--- config.mk ---
export PLATFORM = sky130hd
export DESIGN_NAME = q88_accumulator
export DESIGN_NICKNAME = d
export VERILOG_FILES = /design/src/rtl/q88_pkg.sv /design/src/rtl/q88_sat.sv /design/src/rtl/q88_accumulator.sv
export SDC_FILE = /design/constraint.sdc
export NUM_CORES = 1
export LEC_CHECK = 0
export ABC_CLOCK_PERIOD_IN_PS = 3180
export CORE_ASPECT_RATIO = 1.1
export CORE_MARGIN = 4
export CORE_UTILIZATION = 40
export CTS_CLUSTER_DIAMETER = 80
export CTS_CLUSTER_SIZE = 24
export DETAILED_ROUTE_END_ITERATION = 10
export PLACE_DENSITY_LB_ADDON = 0.2
export REMOVE_ABC_BUFFERS = 1
export SLEW_MARGIN = 20
export SYNTH_ARGS = -nofsm -noshare
export SYNTH_HDL_FRONTEND = slang
export SYNTH_SLANG_ARGS = --single-unit
--- constraint.sdc ---
create_clock -name clk -period 3.18 [get_ports clk]
set_clock_uncertainty 0.05 [all_clocks]
set_input_delay 0.636 -clock clk [delete_from_list [all_inputs] [get_ports clk]]
set_output_delay 0.636 -clock clk [all_outputs]
set_load 0.01 [all_outputs]
--- src/rtl/q88_pkg.sv ---
// q88_pkg: shared Q8.8 widths, constants and the accumulator state encoding
package q88_pkg;
  localparam int DATA_W = 16;
  localparam int FRAC_W = 8;
  localparam logic [DATA_W-1:0] Q88_MAX = 16'h7FFF;
  localparam logic [DATA_W-1:0] Q88_MIN = 16'h8000;
  localparam logic [DATA_W-1:0] Q88_ONE = 16'h0100;
  typedef enum logic [1:0] {IDLE, ACCUM, DONE} state_t;
endpackage

--- src/rtl/q88_sat.sv ---
// q88_sat: combinational wide-to-narrow two's complement saturator with flag
module q88_sat #(
  parameter int IN_W  = 20,
  parameter int OUT_W = 16
) (
  input  logic [IN_W-1:0]  din,
  output logic [OUT_W-1:0] dout,
  output logic             sat
);
  logic [IN_W-OUT_W:0] top;
  always_comb begin
    top  = din[IN_W-1:OUT_W-1];
    sat  = !((&top) || !(|top));
    dout = !sat ? din[OUT_W-1:0] :
           din[IN_W-1] ? {1'b1, {(OUT_W-1){1'b0}}} : {1'b0, {(OUT_W-1){1'b1}}};
  end
endmodule

--- src/rtl/q88_accumulator.sv ---
// q88_accumulator: guarded sum of n Q8.8 products onto x_n with saturated, sticky-overflow result
module q88_accumulator
  import q88_pkg::*;
#(
  parameter int DATA_W  = 16,
  parameter int GUARD_W = 4,
  parameter int CNT_W   = 4
) (
  input  logic              clk,
  input  logic              reset,
  input  logic              start,
  input  logic [DATA_W-1:0] init_value,
  input  logic [CNT_W-1:0]  n_terms,
  input  logic              in_valid,
  output logic              in_ready,
  input  logic [DATA_W-1:0] in_product,
  input  logic              in_ovf,
  output logic              out_valid,
  input  logic              out_ready,
  output logic [DATA_W-1:0] out_result,
  output logic              out_ovf,
  output logic              busy
);
  localparam int ACC_W = DATA_W + GUARD_W;
  state_t             state, state_nxt;
  logic [ACC_W-1:0]   acc, acc_nxt;
  logic [CNT_W-1:0]   cnt, cnt_nxt;
  logic               ovf, ovf_nxt;
  logic               accept, load;
  logic [DATA_W-1:0]  sat_val;
  logic               sat_flag;
  always_comb begin
    load      = (state == IDLE) && start;
    accept    = (state == ACCUM) && in_valid;
    acc_nxt   = load   ? {{GUARD_W{init_value[DATA_W-1]}}, init_value} :
                accept ? acc + {{GUARD_W{in_product[DATA_W-1]}}, in_product} : acc;
    ovf_nxt   = load ? 1'b0 : accept ? (ovf | in_ovf) : ovf;
    cnt_nxt   = load ? n_terms : accept ? cnt - CNT_W'(1) : cnt;
    state_nxt = state == IDLE  ? (start ? ((n_terms != '0) ? ACCUM : DONE) : IDLE) :
                state == ACCUM ? ((accept && cnt == CNT_W'(1)) ? DONE : ACCUM) :
                out_ready ? IDLE : DONE;
  end
  // saturate the next-cycle sum so the result register is valid on DONE entry
  q88_sat #(.IN_W(ACC_W), .OUT_W(DATA_W)) u_sat (
    .din  (acc_nxt),
    .dout (sat_val),
    .sat  (sat_flag)
  );
  always_ff @(posedge clk or negedge reset) begin
    if (!reset) begin
      state      <= IDLE;
      acc        <= '0;
      cnt        <= '0;
      ovf        <= 1'b0;
      out_result <= '0;
      out_ovf    <= 1'b0;
    end else begin
      state <= state_nxt;
      acc   <= acc_nxt;
      cnt   <= cnt_nxt;
      ovf   <= ovf_nxt;
      if (state != DONE && state_nxt == DONE) begin
        out_result <= sat_val;
        out_ovf    <= ovf_nxt | sat_flag;
      end
    end
  end
  assign in_ready  = (state == ACCUM);
  assign out_valid = (state == DONE);
  assign busy      = (state != IDLE);
endmodule

After elaboration in Yosys (flattened, before gate mapping)
Cells that the tools add are included.
{"block": "word_totals", "register_bits": 44, "latchBits": 0, "ramBits": 0, "rom_bits": 0, "input_bits": 42, "out_inout_bits": 20, "n_memories": 0}
{"block": "op_classes", "n_addsub": 2, "mul": 0, "n_div": 0, "n_lt_le_gt_ge": 0, "n_eq_ne": 5, "shift": 0, "n_mux": 14, "bitwise_logic": 2, "n_reduce_logical": 13}
{"operator": "two-way mux 20 bit", "count": 2}
{"operator": "two-way mux 16 bit", "count": 2}
{"operator": "adder 20 bit", "count": 1}
{"operator": "two-way mux 2 bit", "count": 6}
{"operator": "two-way mux 4 bit", "count": 2}
{"operator": "AND reduction 5 bit", "count": 1}
{"operator": "OR reduction 5 bit", "count": 1}
{"operator": "equality test 2 bit (second input constant)", "count": 2}
{"operator": "equality test 4 x 1 -> 1 bit (second input constant)", "count": 1}
{"operator": "logical AND 1 bit", "count": 4}
{"operator": "nonzero test 2 bit", "count": 2}
{"operator": "nonzero test 4 bit", "count": 1}
{"operator": "subtractor 4 x 1 -> 4 bit (second input constant)", "count": 1}
{"operator": "equality test 2 x 1 -> 1 bit (second input constant)", "count": 1}
{"operator": "zero test 1 bit", "count": 2}
{"operator": "zero test 2 bit", "count": 1}
{"operator": "two-way mux 1 bit", "count": 2}
{"operator": "inequality test 2 bit (second input constant)", "count": 1}
{"operator": "OR 1 bit", "count": 2}
{"operator": "logical OR 1 bit", "count": 1}

Logic depth before layout (Yosys ltp)
{"block": "logic_depth", "ltp_word": 9, "ltp_mapped": 12}

Hierarchy
From an unflattened synthesis, not the netlist that was laid out.
{"block": "unflattened", "hier_cells": 344, "area_unflattened_um2": 3360.7}
{"module": "q88_accumulator", "instances": 1, "cells_per_inst": 280, "area_each_um2": 2854.0, "seq_area_each_um2": 1101.1}
{"module": "q88_sat", "instances": 1, "cells_per_inst": 64, "area_each_um2": 506.7, "seq_area_each_um2": 0.0}

Least setup slack after synthesis
OpenSTA, ideal clock, no wires.
{"block": "synth_timing", "path_kind": "in2reg", "from": "input in_product[0]", "to": "register out_result[5]", "arrival_ns": 3.306, "required_ns": 3.003, "path_slack_ns": -0.303, "path_stages": 12, "n_path_buf": 1, "cell_sequence": "ha_1 fa_1 a21o_1 a311o_1 a31oi_2 and3_1 mux2i_1 nand4_2 nand4bb_1 nor3b_4 buf_6 a221o_2"}
{"block": "synth_between", "elab_chain_cells": 7, "word_cells_on_any_way": 9, "cone_classes": "1 x add/sub; 4 x mux; 4 x reduce/logical"}
{"element": "start, declared", "line": "q88_accumulator.sv:16", "source": "input logic [DATA_W-1:0] in_product,"}
{"element": "adder 20 bit (*)", "line": "q88_accumulator.sv:36", "source": "accept ? acc + {{GUARD_W{in_product[DATA_W-1]}}, in_product} : acc;"}
{"element": "two-way mux 20 bit (*)", "line": "q88_accumulator.sv:36"}
{"element": "two-way mux 20 bit (*)", "line": "q88_accumulator.sv:35", "source": "acc_nxt = load ? {{GUARD_W{init_value[DATA_W-1]}}, init_value} :"}
{"element": "net acc_nxt[16]", "line": "q88_accumulator.sv:26", "source": "logic [ACC_W-1:0] acc, acc_nxt;"}
{"element": "OR reduction 5 bit", "line": "q88_sat.sv:13", "source": "sat = !((&top) || !(|top));"}
{"element": "zero test 1 bit", "line": "q88_sat.sv:13"}
{"element": "logical OR 1 bit (*)", "line": "q88_sat.sv:13"}
{"element": "two-way mux 16 bit (*)", "line": "q88_sat.sv:14", "source": "dout = !sat ? din[OUT_W-1:0] :"}
{"element": "end signal, assigned", "line": "q88_accumulator.sv:63", "source": "out_result <= sat_val;"}
{"element": "end, declared", "line": "q88_accumulator.sv:20", "source": "output logic [DATA_W-1:0] out_result,"}
Mark *: on every way through the listed nets, which the timed path passes. The rest lies on a longest branch.
A chain may end at the register's enable or synchronous reset.

Worst setup path after layout
{"block": "layout_timing", "from": "input in_product[0]", "to": "register out_result[0]"}
The elaborated chain is that of the path after synthesis.

==> results.cfg <==
[route]
first_iter_violations = 194
vias = 3078
postRouteAntennaNets = 0
viasPerCell = 5.73
first_pass_iters = 4
routed_wl_mm = 9.78
wl_per_cell_um = 18.2
drc = 0

[clock_network]
path_clk_slew_ns = 0.09
cts_buffer_depth = 2
clkSinkCount = 44
cts_max_level = 2
clock_latency_ns = 0.30
tritoncts = built
cts_buffers = 5
root_buffer = clkbuf_8

[layout]
antenna_cells = 0
drive_gt1_share_pct = 28.8
multi_input_area_um2 = 2020
area_growth_pct = 51.0
ff_latch_area_um2 = 1100
fillerInstances = 605
fin_nets = 515

[worst_setup_path]
worst-setup-path-type = input pin to flop
crit_end = out_result[0]$_DFFE_PN0P_
reg2regPathDepth = 13
required_ns = 3.32
worstSetupStartpointType = input pin
cp-startpoint = in_product[0]
r2r_start = acc[0]$_DFF_PN0_
r2r-end = out_result[0]$_DFFE_PN0P_
arrival_ns = 3.53
end_kind = flop
reg2reg_slack_ns = -0.21
path_max_fanout = 4

[timing]
max-slew-margin-rel_pct = 62.3
fmax_mhz = 295
slew_violations = 0
tightest_slew_ns = 0.565
whs_ns = 0.264
fin_crit_sh_pct = 107
setup_viol_count_final = 15
rsz0062_at_grt = yes
layout_setup_ws_ns = -0.215
finalCriticalPeriod_ns = 3.39
hold_viol = 0

[run_status]
violations = negative setup slack
run_status = finished, violations left

[synth]
synth_area_leaders = dfrtp_1, ha_1, a21oi_1, a221o_1, a22oi_1
synth-edff-count = 0
netlist.area_leader.share_pct = 36.5
syn_area_um2 = 3020
ys_types = 58
yosysSeqAreaShare_pct = 36.5
ys.flop_type = dfrtp_1
async_reset_ff_share_pct = 100
netlist_instances = 319
syn_area_per_cell_um2 = 9.46
synthTopCellsByCount = dfrtp_1, nand2_1, a21oi_1, ha_1, o21ai_0
synth.most_common_cell = dfrtp_1
synth_seq_cells = 44
synth_top_area_cell = dfrtp_1
ys_warn_count = 0

[pwr]
clkPwrFrac_pct = 7.8
power.density_nw_per_um2 = 1070
p_sw_share_pct = 42.0
cellInternalPower_mw = 2.84
p_comb_share_pct = 70.4
power_switching_mw = 2.06
power_frac_seq_pct = 21.8
ir_drop_v = 0.000491
p_leak_nw = 2.02

[floorplan]
pin_count = 62
num_rows = 32
fp.dieH_um = 99.1
dieArea_um2 = 9000
coreArea_um2 = 7170
start_util_pct = 42.1
fp.dieW_um = 90.8

[run]
drv_cap = 0

[grt]
groute.usage.overall_pct = 21.8
grt_pass1_vias = 3085
overflow = 0
grt_max_degree = 45
grt_antenna_before_repair = 0
grt_pass1_wl_mm = 15.8

[place]
post-dp-hpwl_mm = 7.09
dp_slack_ns = -0.909
place_congestion = 0.962
io_buffers = 61

[worst_hold_path]
worstHoldPathType = input pin to async pin
-- cell type report --
| cell class | instances | area share [%] |
|---|---|---|
| tap | 85 | 2.33 |
| clock buffer | 7 | 1.89 |
| inverter | 7 | 0.576 |
| multi-input combinational | 254 | 44.3 |
| timing repair buffer | 139 | 26.6 |
| sequential | 44 | 24.1 |
| clock inverter | 1 | 0.165 |
-- power groups by stage --
stage | clock (mW) | sequential, mW | combinational (mW)
2_1_floorplan | 0 | 1.05 | 1.68
3_3_place_gp | 0 | 1.04 | 2.95
3_5_place_dp | 0 | 1.04 | 2.99
4_1_cts | 0.384 | 1.07 | 3.35
5_1_grt | 0.403 | 1.10 | 3.75
6_report | 0.382 | 1.07 | 3.45
-- timing repair --
| item | 4_1_cts | 5_1_grt |
|---|---|---|
| hold buffers | 0 | 0 |
| setup endpoints to repair | 16 | 16 |
| pin swaps | 26 | 6 |
| gates cloned | 1 | 0 |
| resized for setup | 44 | 5 |
| buffers inserted | 10 | 5 |
-- state kept, by name, indices dropped and copies added (netlist names) --
name	count
acc	20
cnt	4
out_ovf	1
out_result	16
ovf	1
state	2
-- metrics by stage --
stage / utilization (%) / power [mW] / TNS, ns / cell area, um^2 / instances
after global placement: 57.6 / 4.00 / -13.49 / 4130 / 514
final: 63.6 / 4.90 / -2.78 / 4560 / 537
after detailed placement: 57.6 / 4.03 / -14.81 / 4130 / 514
after CTS: 62.9 / 4.80 / -2.37 / 4510 / 533
after floorplan: - / 2.72 / -3.18 / 2940 / 304
after global routing: 63.6 / 5.25 / -4.57 / 4560 / 537
-- worst min path at each step --
stage                          startpoint                          to  cells past startpoint
2_1_floorplan                       reset            acc[0]$_DFF_PN0_                      0
3_3_place_gp                ovf$_DFF_PN0_               ovf$_DFF_PN0_                      2
3_5_place_dp   out_result[15]$_DFFE_PN0P_  out_result[15]$_DFFE_PN0P_                      2
4_1_cts        out_result[15]$_DFFE_PN0P_  out_result[15]$_DFFE_PN0P_                      2
5_1_grt                             reset  out_result[10]$_DFFE_PN0P_                      1
6_report                            reset           acc[10]$_DFF_PN0_                      1
-- layer usage --
layer / share of wire, % / GRT usage, % / vias up / wire (um)
met5: 0 / 0 / - / 0
met4: 1.6 / 7.19 / 0 / 157
met3: 4.1 / 2.50 / 12 / 401
met2: 49 / 36.2 / 68 / 4810
met1: 45 / 29.8 / 1513 / 4410
li1: - / - / 1485 / -
-- logic make-up after synthesis --
group	after synthesis	synth area share, %
compound gates	117	27.9
simple gates	92	16.1
flops	44	36.5
buf+inv	22	3.56
fa+ha+maj	22	9.37
xor+xnor	17	4.93
mux	5	1.66
-- critical path: stages --
cell and delay [ns]:
buf_2 0.11, ha_4 0.16, fa_2 0.39, a21o_1 0.24, a311o_1 0.32, a31oi_2 0.18, and3_4 0.22, mux2i_2 0.21
nand4_2 0.13, nand4bb_4 0.24, buf_6 0.14, nor3b_4 0.15, buf_6 0.15, a221o_1 0.26
-- cell usage in the layout, fill, tap and decap left out, types with 4 or more instances in the layout --
| master | Yosys | routed |
|---|---|---|
| a21o_1 | 6 | 6 |
| a21oi_1 | 27 | 23 |
| a21oi_2 | 1 | 4 |
| a221o_1 | 12 | 12 |
| a221o_2 | 8 | 8 |
| a22oi_1 | 15 | 15 |
| buf_4 | 0 | 74 |
| clkbuf_8 | 0 | 6 |
| clkdlybuf4s50_1 | 0 | 46 |
| dfrtp_1 | 44 | 44 |
| dlygate4sd2_1 | 0 | 12 |
| ha_1 | 21 | 10 |
| ha_4 | 0 | 8 |
| inv_1 | 7 | 7 |
| nand2_1 | 28 | 28 |
| nand3_1 | 4 | 4 |
| nand4_1 | 4 | 4 |
| nor2_1 | 19 | 19 |
| nor2b_1 | 4 | 4 |
| nor3_1 | 6 | 6 |
| o21ai_0 | 20 | 20 |
| or3_1 | 4 | 4 |
| xnor2_1 | 9 | 9 |
| xor2_1 | 8 | 8 |
Note: power is estimated with default switching activity, not from simulation.
